$ cat src/rtl/sync_down_timer_pkg.sv
// Shared types and defaults for the loadable down timer.
package sync_down_timer_pkg;

    localparam int DEFAULT_WIDTH = 8;

    typedef enum logic [1:0] {
        ST_IDLE,
        ST_RUN,
        ST_DONE
    } timer_state_t;

endpackage

$ cat src/rtl/down_counter_core.sv
// Count and reload registers; the decrement saturates at zero.
module down_counter_core
    import sync_down_timer_pkg::*;
#(
    parameter int WIDTH = DEFAULT_WIDTH
) (
    input  logic             clk,
    input  logic             reset_n,
    input  logic             load,
    input  logic [WIDTH-1:0] load_val,
    input  logic             reload,
    input  logic             dec,
    output logic [WIDTH-1:0] q,
    output logic [WIDTH-1:0] reload_reg,
    output logic             is_one
);

    always_ff @(posedge clk or negedge reset_n) begin
        if (!reset_n) begin
            q          <= '0;
            reload_reg <= '0;
        end else if (load) begin
            q          <= load_val;
            reload_reg <= load_val;
        end else if (reload) begin
            q <= reload_reg;
        end else if (dec && (q != '0)) begin
            q <= q - WIDTH'(1);
        end
    end

    assign is_one = (q == WIDTH'(1));

endmodule

$ cat src/rtl/sync_down_timer.sv
// Loadable down timer: one-shot or periodic, with a terminal-count pulse.
module sync_down_timer
    import sync_down_timer_pkg::*;
#(
    parameter int WIDTH = DEFAULT_WIDTH
) (
    input  logic             clk,
    input  logic             reset_n,
    input  logic             load,
    input  logic [WIDTH-1:0] load_val,
    input  logic             start,
    input  logic             stop,
    input  logic             en,
    input  logic             auto_reload,
    output logic [WIDTH-1:0] q,
    output logic             tc,
    output logic             busy,
    output logic             done
);

    timer_state_t     state, next_state;
    logic             next_tc;
    logic             c_load, c_reload, c_dec;
    logic             is_one;
    logic [WIDTH-1:0] reload_reg;

    down_counter_core #(.WIDTH(WIDTH)) u_core (
        .clk        (clk),
        .reset_n    (reset_n),
        .load       (c_load),
        .load_val   (load_val),
        .reload     (c_reload),
        .dec        (c_dec),
        .q          (q),
        .reload_reg (reload_reg),
        .is_one     (is_one)
    );

    always_ff @(posedge clk or negedge reset_n) begin
        if (!reset_n) begin
            state <= ST_IDLE;
            tc    <= 1'b0;
            busy  <= 1'b0;
            done  <= 1'b0;
        end else begin
            state <= next_state;
            tc    <= next_tc;
            busy  <= (next_state == ST_RUN);
            done  <= (next_state == ST_DONE);
        end
    end

    // Priority: load > stop > start > count.
    always_comb begin
        next_state = state;
        next_tc    = 1'b0;
        c_load     = 1'b0;
        c_reload   = 1'b0;
        c_dec      = 1'b0;
        if (load) begin
            c_load     = 1'b1;
            next_state = ST_IDLE;
        end else if (stop) begin
            if (state == ST_RUN)
                next_state = ST_IDLE;
        end else if (start && (state != ST_RUN)) begin
            if (q == '0) begin
                next_state = ST_DONE;
                next_tc    = 1'b1;
            end else begin
                next_state = ST_RUN;
            end
        end else if (state == ST_RUN) begin
            if (q == '0) begin
                // Unreachable in normal use; park in DONE rather than wrap.
                next_state = ST_DONE;
            end else if (en) begin
                if (is_one) begin
                    next_tc = 1'b1;
                    if (auto_reload) begin
                        c_reload = 1'b1;
                    end else begin
                        c_dec      = 1'b1;
                        next_state = ST_DONE;
                    end
                end else begin
                    c_dec = 1'b1;
                end
            end
        end
    end

endmodule

$ cat config.mk
export PLATFORM = sky130hd
export DESIGN_NAME = sync_down_timer
export DESIGN_NICKNAME = d
export VERILOG_FILES = /design/src/rtl/sync_down_timer_pkg.sv /design/src/rtl/down_counter_core.sv /design/src/rtl/sync_down_timer.sv
export SDC_FILE = /design/constraint.sdc
export NUM_CORES = 1
export LEC_CHECK = 0
export CORE_MARGIN = 2
export CORE_UTILIZATION = 54
export DETAILED_ROUTE_END_ITERATION = 16
export PLACE_DENSITY = 0.89
export REMOVE_ABC_BUFFERS = 1
export SETUP_SLACK_MARGIN = 0.05
export SYNTH_ARGS = -nofsm -noshare
export SYNTH_HDL_FRONTEND = slang
export SYNTH_SLANG_ARGS = --single-unit
$ cat constraint.sdc
create_clock -name clk -period 3 [get_ports clk]
set_input_delay 0.6 -clock clk [delete_from_list [all_inputs] [get_ports clk]]
set_output_delay 0.6 -clock clk [all_outputs]
set_load 0.005 [all_outputs]
# == Word-level counts from Yosys, hierarchy flattened ==
# Cells that the tools add are included.
# op_classes
n_addsub,1
eq_ne,5
mux,38
reduce_logical,5
# op_table
operator,count
$mux 1,25
$mux 8,3
$mux 2,10
$eq 8x1->1 const B,1
$logic_not 8->1,1
$reduce_bool 8->1,1
$sub 8x1->8 const B,1
$eq 2x1->1 const B,2
$reduce_bool 3->1,1
$eq 2x2->1 const B,1
$logic_and 1x1->1,2
$ne 2x1->1 const B,1
# word_totals
regBits,21
input_bits,15
output_inout_bits,11
word_cells,55

# == Depth between registers and ports, before layout ==
# logic_depth
word_depth,12
ltp_mapped,7
ltp_nobuf,7

# == By module ==
# A second synthesis with hierarchy kept.
# hier_totals
hier_cells,127
area_unflattened_um2,1280.0
# by_module_without_submodules
module,instances,cells_each,area_each_um2,seq_area_each_um2
down_counter_core,1,87,913.4,400.4
sync_down_timer,1,40,366.6,125.1

# == Least setup slack after synthesis ==
# OpenSTA, ideal clock, no wires.
# synth_timing
kind,register to register
startpoint,register u_core.q[2]
endpoint,register state[0]
setup_time_ns,0.133
arrival_ns,1.665
required_time_ns,2.867
path_slack_ns,1.202
stages_incl_launch_ff,6
path_buffers,0
period_less_slack_ns,1.798
path_cell_list,dfrtp_1 > or4_4 > a2111oi_4 > nor3_1 > a31oi_1 > a21oi_1
# synth_via
elab_chain_len,8
word_cells_on_any_way,10
cone_classes,eq/ne (1); mux (8); reduce/logical (1)
# synth_lines
item,line_no,rtl
start: declaration,down_counter_core.sv:13,"output logic [WIDTH-1:0] q,"
start signal: assignment,down_counter_core.sv:23,q <= load_val;
start signal: assignment,down_counter_core.sv:26,q <= reload_reg;
start signal: assignment,down_counter_core.sv:28,q <= q - WIDTH'(1);
$eq 8x1->1,down_counter_core.sv:32,assign is_one = (q == WIDTH'(1));
$mux 2,sync_down_timer.sv:78,if (is_one) begin
$mux 2,sync_down_timer.sv:77,end else if (en) begin
$mux 2,sync_down_timer.sv:74,if (q == '0) begin
$mux 2,sync_down_timer.sv:73,end else if (state == ST_RUN) begin
$mux 2 (*),sync_down_timer.sv:66,end else if (start && (state != ST_RUN)) begin
$mux 2 (*),sync_down_timer.sv:63,end else if (stop) begin
$mux 2 (*),sync_down_timer.sv:60,if (load) begin
named net next_state[0],sync_down_timer.sv:21,"timer_state_t state, next_state;"
end signal: assignment,sync_down_timer.sv:46,state <= next_state;
end: declaration,sync_down_timer.sv:21,
# The timed path passes the listed nets; every way through them passes the cells marked *.
# A chain may end at the register's enable or synchronous reset.

# == Worst setup path in the final report ==
# layout_timing
startpoint,input stop
endpoint,register u_core.q[5]
# layout_via
elab_chain_len,4
word_cells_on_any_way,8
cone_classes,mux (6); reduce/logical (2)
# layout_lines
item,line_no,rtl
start: declaration,sync_down_timer.sv:12,"input logic stop,"
$mux 1,sync_down_timer.sv:63,
$mux 1,sync_down_timer.sv:60,
$mux 8 / $logic_and 1x1->1 (equally long branches),"down_counter_core.sv:25, down_counter_core.sv:27",
$mux 8 / $reduce_bool 3->1 (equally long branches),-,
# Parallel ways exist; a longest one is shown, timed or not.

==> results.sh <==
export IMPL_status="completed"
export IMPL_cts_setup_buffers=0
export IMPL_power_density_nw_per_um2=406
export IMPL_cts_buffers=3
export IMPL_min_to="u_core.reload_reg[6]$_DFFE_PN0P_"
export IMPL_ys_ff_latch=21
export IMPL_rsz0062_at_grt="false"
export IMPL_setup_violations_final=0
export IMPL_slew_limit_headroom_pct=64.1
export IMPL_stdcell_count=195
export IMPL_period_share_pct=72.7
export IMPL_critPathArrivalTime_ns=2.44
export IMPL_drcViolationCount=0
export IMPL_place_inst=191
export IMPL_synth_cells=140
export IMPL_grt_pass1_wl_mm=4.96
export IMPL_synth_edf_count=0
export IMPL_rr_startpoint="u_core.q[2]$_DFFE_PN0P_"
export IMPL_cts_hold_buffers_added=0
export IMPL_r2r_end="u_core.q[5]$_DFFE_PN0P_"
export IMPL_r2r_slack_ns=0.92
export IMPL_max_freq_ghz=0.459
export IMPL_setup_ws_ns=0.819
export IMPL_area_delta_synth_final_pct=24.8
export IMPL_overflow=0
export IMPL_end_kind="flop"
export IMPL_portBuffers=25
export IMPL_gp_congestion=0.933
export IMPL_start_kind="input port"
export IMPL_grt_use_total_pct=24.9
export IMPL_die_w_um=52.2
export IMPL_antenna_found_initial=0
export IMPL_hold_viol=0
export IMPL_path_cells="clkdlybuf4s50_1 > and4bb_2 > nand4_1 > o21ai_0 > o21a_1 > o22a_1"
export IMPL_seq_area_frac_synth_pct=42.0
export IMPL_p_leak_nw=0.679
export IMPL_grt_start_max_net_pins=22
export IMPL_via_count=1182
export IMPL_drive_above_1_share_pct=7.19
export IMPL_htreeDepth=1
export IMPL_first_iter_violations=55
export IMPL_utilization_pct=70.6
export IMPL_ys_async_sr_fraction_pct=100
export IMPL_finalCriticalPeriod_ns=2.18
export IMPL_avgSynthCellArea_um2=8.95
export IMPL_cp_required_ns=3.26
export IMPL_hold_depth=2
export IMPL_finClkSkew_ns=0.00174
export IMPL_synthFlopType="dfrtp_1"
export IMPL_drv_slew=0
export IMPL_grt_use_met1_pct=28.2
export IMPL_min_path_type="reg2reg"
export IMPL_finalSetupTns_ns=0
export IMPL_slowest_stage="clkdlybuf4s50_1"
export IMPL_cts_repair_resized=0
export IMPL_worstHoldStart="u_core.reload_reg[6]$_DFFE_PN0P_"
export IMPL_cts_root_buffer="clkbuf_4"
export IMPL_antenna_cells=0
export IMPL_cpPeakStageDelay_ns=0.51
export IMPL_num_rows=17
export IMPL_tightestPinTransition_ns=0.524
export IMPL_place_ws_ns=0.554
export IMPL_die_area_um2=2720
export IMPL_ir_drop_v=0.000270
export IMPL_globalRouteMet2Util_pct=45.8
export IMPL_fin_nets=186
export IMPL_layout_common_cells="clkdlybuf4s50_1 (25), dfrtp_1 (21), nor2_1 (15), nand2_1 (15), o21ai_0 (13)"
export IMPL_layout_commonest_cell="clkdlybuf4s50_1"
export IMPL_grt_busiest_layer="met2"
export IMPL_first_pass_iters=4
export IMPL_final_antenna_net_count=0
export IMPL_wl_mm=2.98
export IMPL_path_class="in2reg"
export IMPL_wl_per_cell_um=15.3
export IMPL_io_pins=26
export IMPL_power_mw=0.634
export IMPL_dp_hpwl_mm=2.23
export IMPL_clock_sinks=21
export IMPL_start_util_pct=56.6
export IMPL_use_met3_pct=4.02
export IMPL_drv_cap=0
export IMPL_cts_path_max_buffers=2
export IMPL_cp_max_fo=8
export IMPL_grt_pass1_vias=1190
export IMPL_via_per_inst=6.06
export IMPL_synth_cell_types=41
export IMPL_fp_dieH_um=52.2
export IMPL_path_clk_slew_ns=0.11
export IMPL_core_um2=2210
export IMPL_clk_latency_ns=0.31
export IMPL_reg2reg_depth=5
export IMPL_yosysWarningCount=0
export IMPL_cts_tree="yes"
export IMPL_synth_cell_area_um2=1250
synth_stat cells (2+ instances only):
| library cell | n | area [um2] |
|---|---|---|
| nor2_1 | 15 | 56.3 |
| nand3_1 | 4 | 20.0 |
| dfrtp_1 | 21 | 526 |
| o31ai_1 | 4 | 30.0 |
| nor2b_1 | 3 | 18.8 |
| ha_1 | 3 | 37.5 |
| o21a_1 | 3 | 22.5 |
| a31oi_1 | 5 | 31.3 |
| o21ai_0 | 13 | 65.1 |
| nor3_1 | 2 | 10.0 |
| nand2b_1 | 3 | 18.8 |
| inv_1 | 12 | 45.0 |
| clkbuf_1 | 3 | 11.3 |
| nand3b_1 | 2 | 15.0 |
| nand2_1 | 15 | 56.3 |
| a21oi_1 | 6 | 30.0 |
| mux2i_1 | 2 | 20.0 |
per-stage QoR:
stage	hold WS, ns	instance area [um2]
3_3_place_gp	0.467	1540
6_report	0.505	1560
4_1_cts	0.509	1560
3_5_place_dp	0.481	1540
5_1_grt	0.525	1560
2_1_floorplan	0.304	1240
metal layers:
metal / vias up / routed length (um)
li1: 560 / -
met1: 550 / 1240
met2: 63 / 1460
met3: 9 / 202
met4: 0 / 74
met5: - / 0
critical path, delay by kind of cell:
kind	cells	cell delay [ns]
buffers and inverters	1	0.51
AND/OR/NAND/NOR	2	0.69
AO/OA/AOI/OAI	3	0.63
cell families (layout without fill, tap and decap cells):
logic type	count (synthesis)	after routing	synth area share, %
AO/OA/AOI/OAI	44	44	24.8
buffers and inverters	16	43	4.89
multiplexers	3	3	2.50
flip-flops	21	21	42.0
AND/OR/NAND/NOR	52	52	22.2
XOR/XNOR	1	1	0.699
adder cells (fa/ha/maj)	3	3	3.00
power by group:
group          internal, mW  switching [mW]  leakage, nW
combinational        0.0822          0.0779        0.402
sequential            0.306          0.0308        0.262
clock                0.0520          0.0851       0.0150
final cells by class:
cell class | count | area, um2
well taps | 28 | 35.0
multi-input cells | 103 | 666
fillers | 169 | 649
repair buffers | 27 | 265
clock buffers | 4 | 26.3
inverters | 12 | 45.0
flip-flops and latches | 21 | 526
how the worst max path moves through the flow:
| stage | start | to | cells past startpoint |
|---|---|---|---|
| after CTS | stop | u_core.q[5]$_DFFE_PN0P_ | 6 |
| final | stop | u_core.q[5]$_DFFE_PN0P_ | 6 |
| after global routing | stop | u_core.q[5]$_DFFE_PN0P_ | 6 |
| after global placement | stop | u_core.q[5]$_DFFE_PN0P_ | 6 |
| after detailed placement | stop | u_core.q[1]$_DFFE_PN0P_ | 6 |
| after floorplan | u_core.q[2]$_DFFE_PN0P_ | state[0]$_DFF_PN0_ | 5 |
Note: power is estimated with default switching activity, not from simulation.
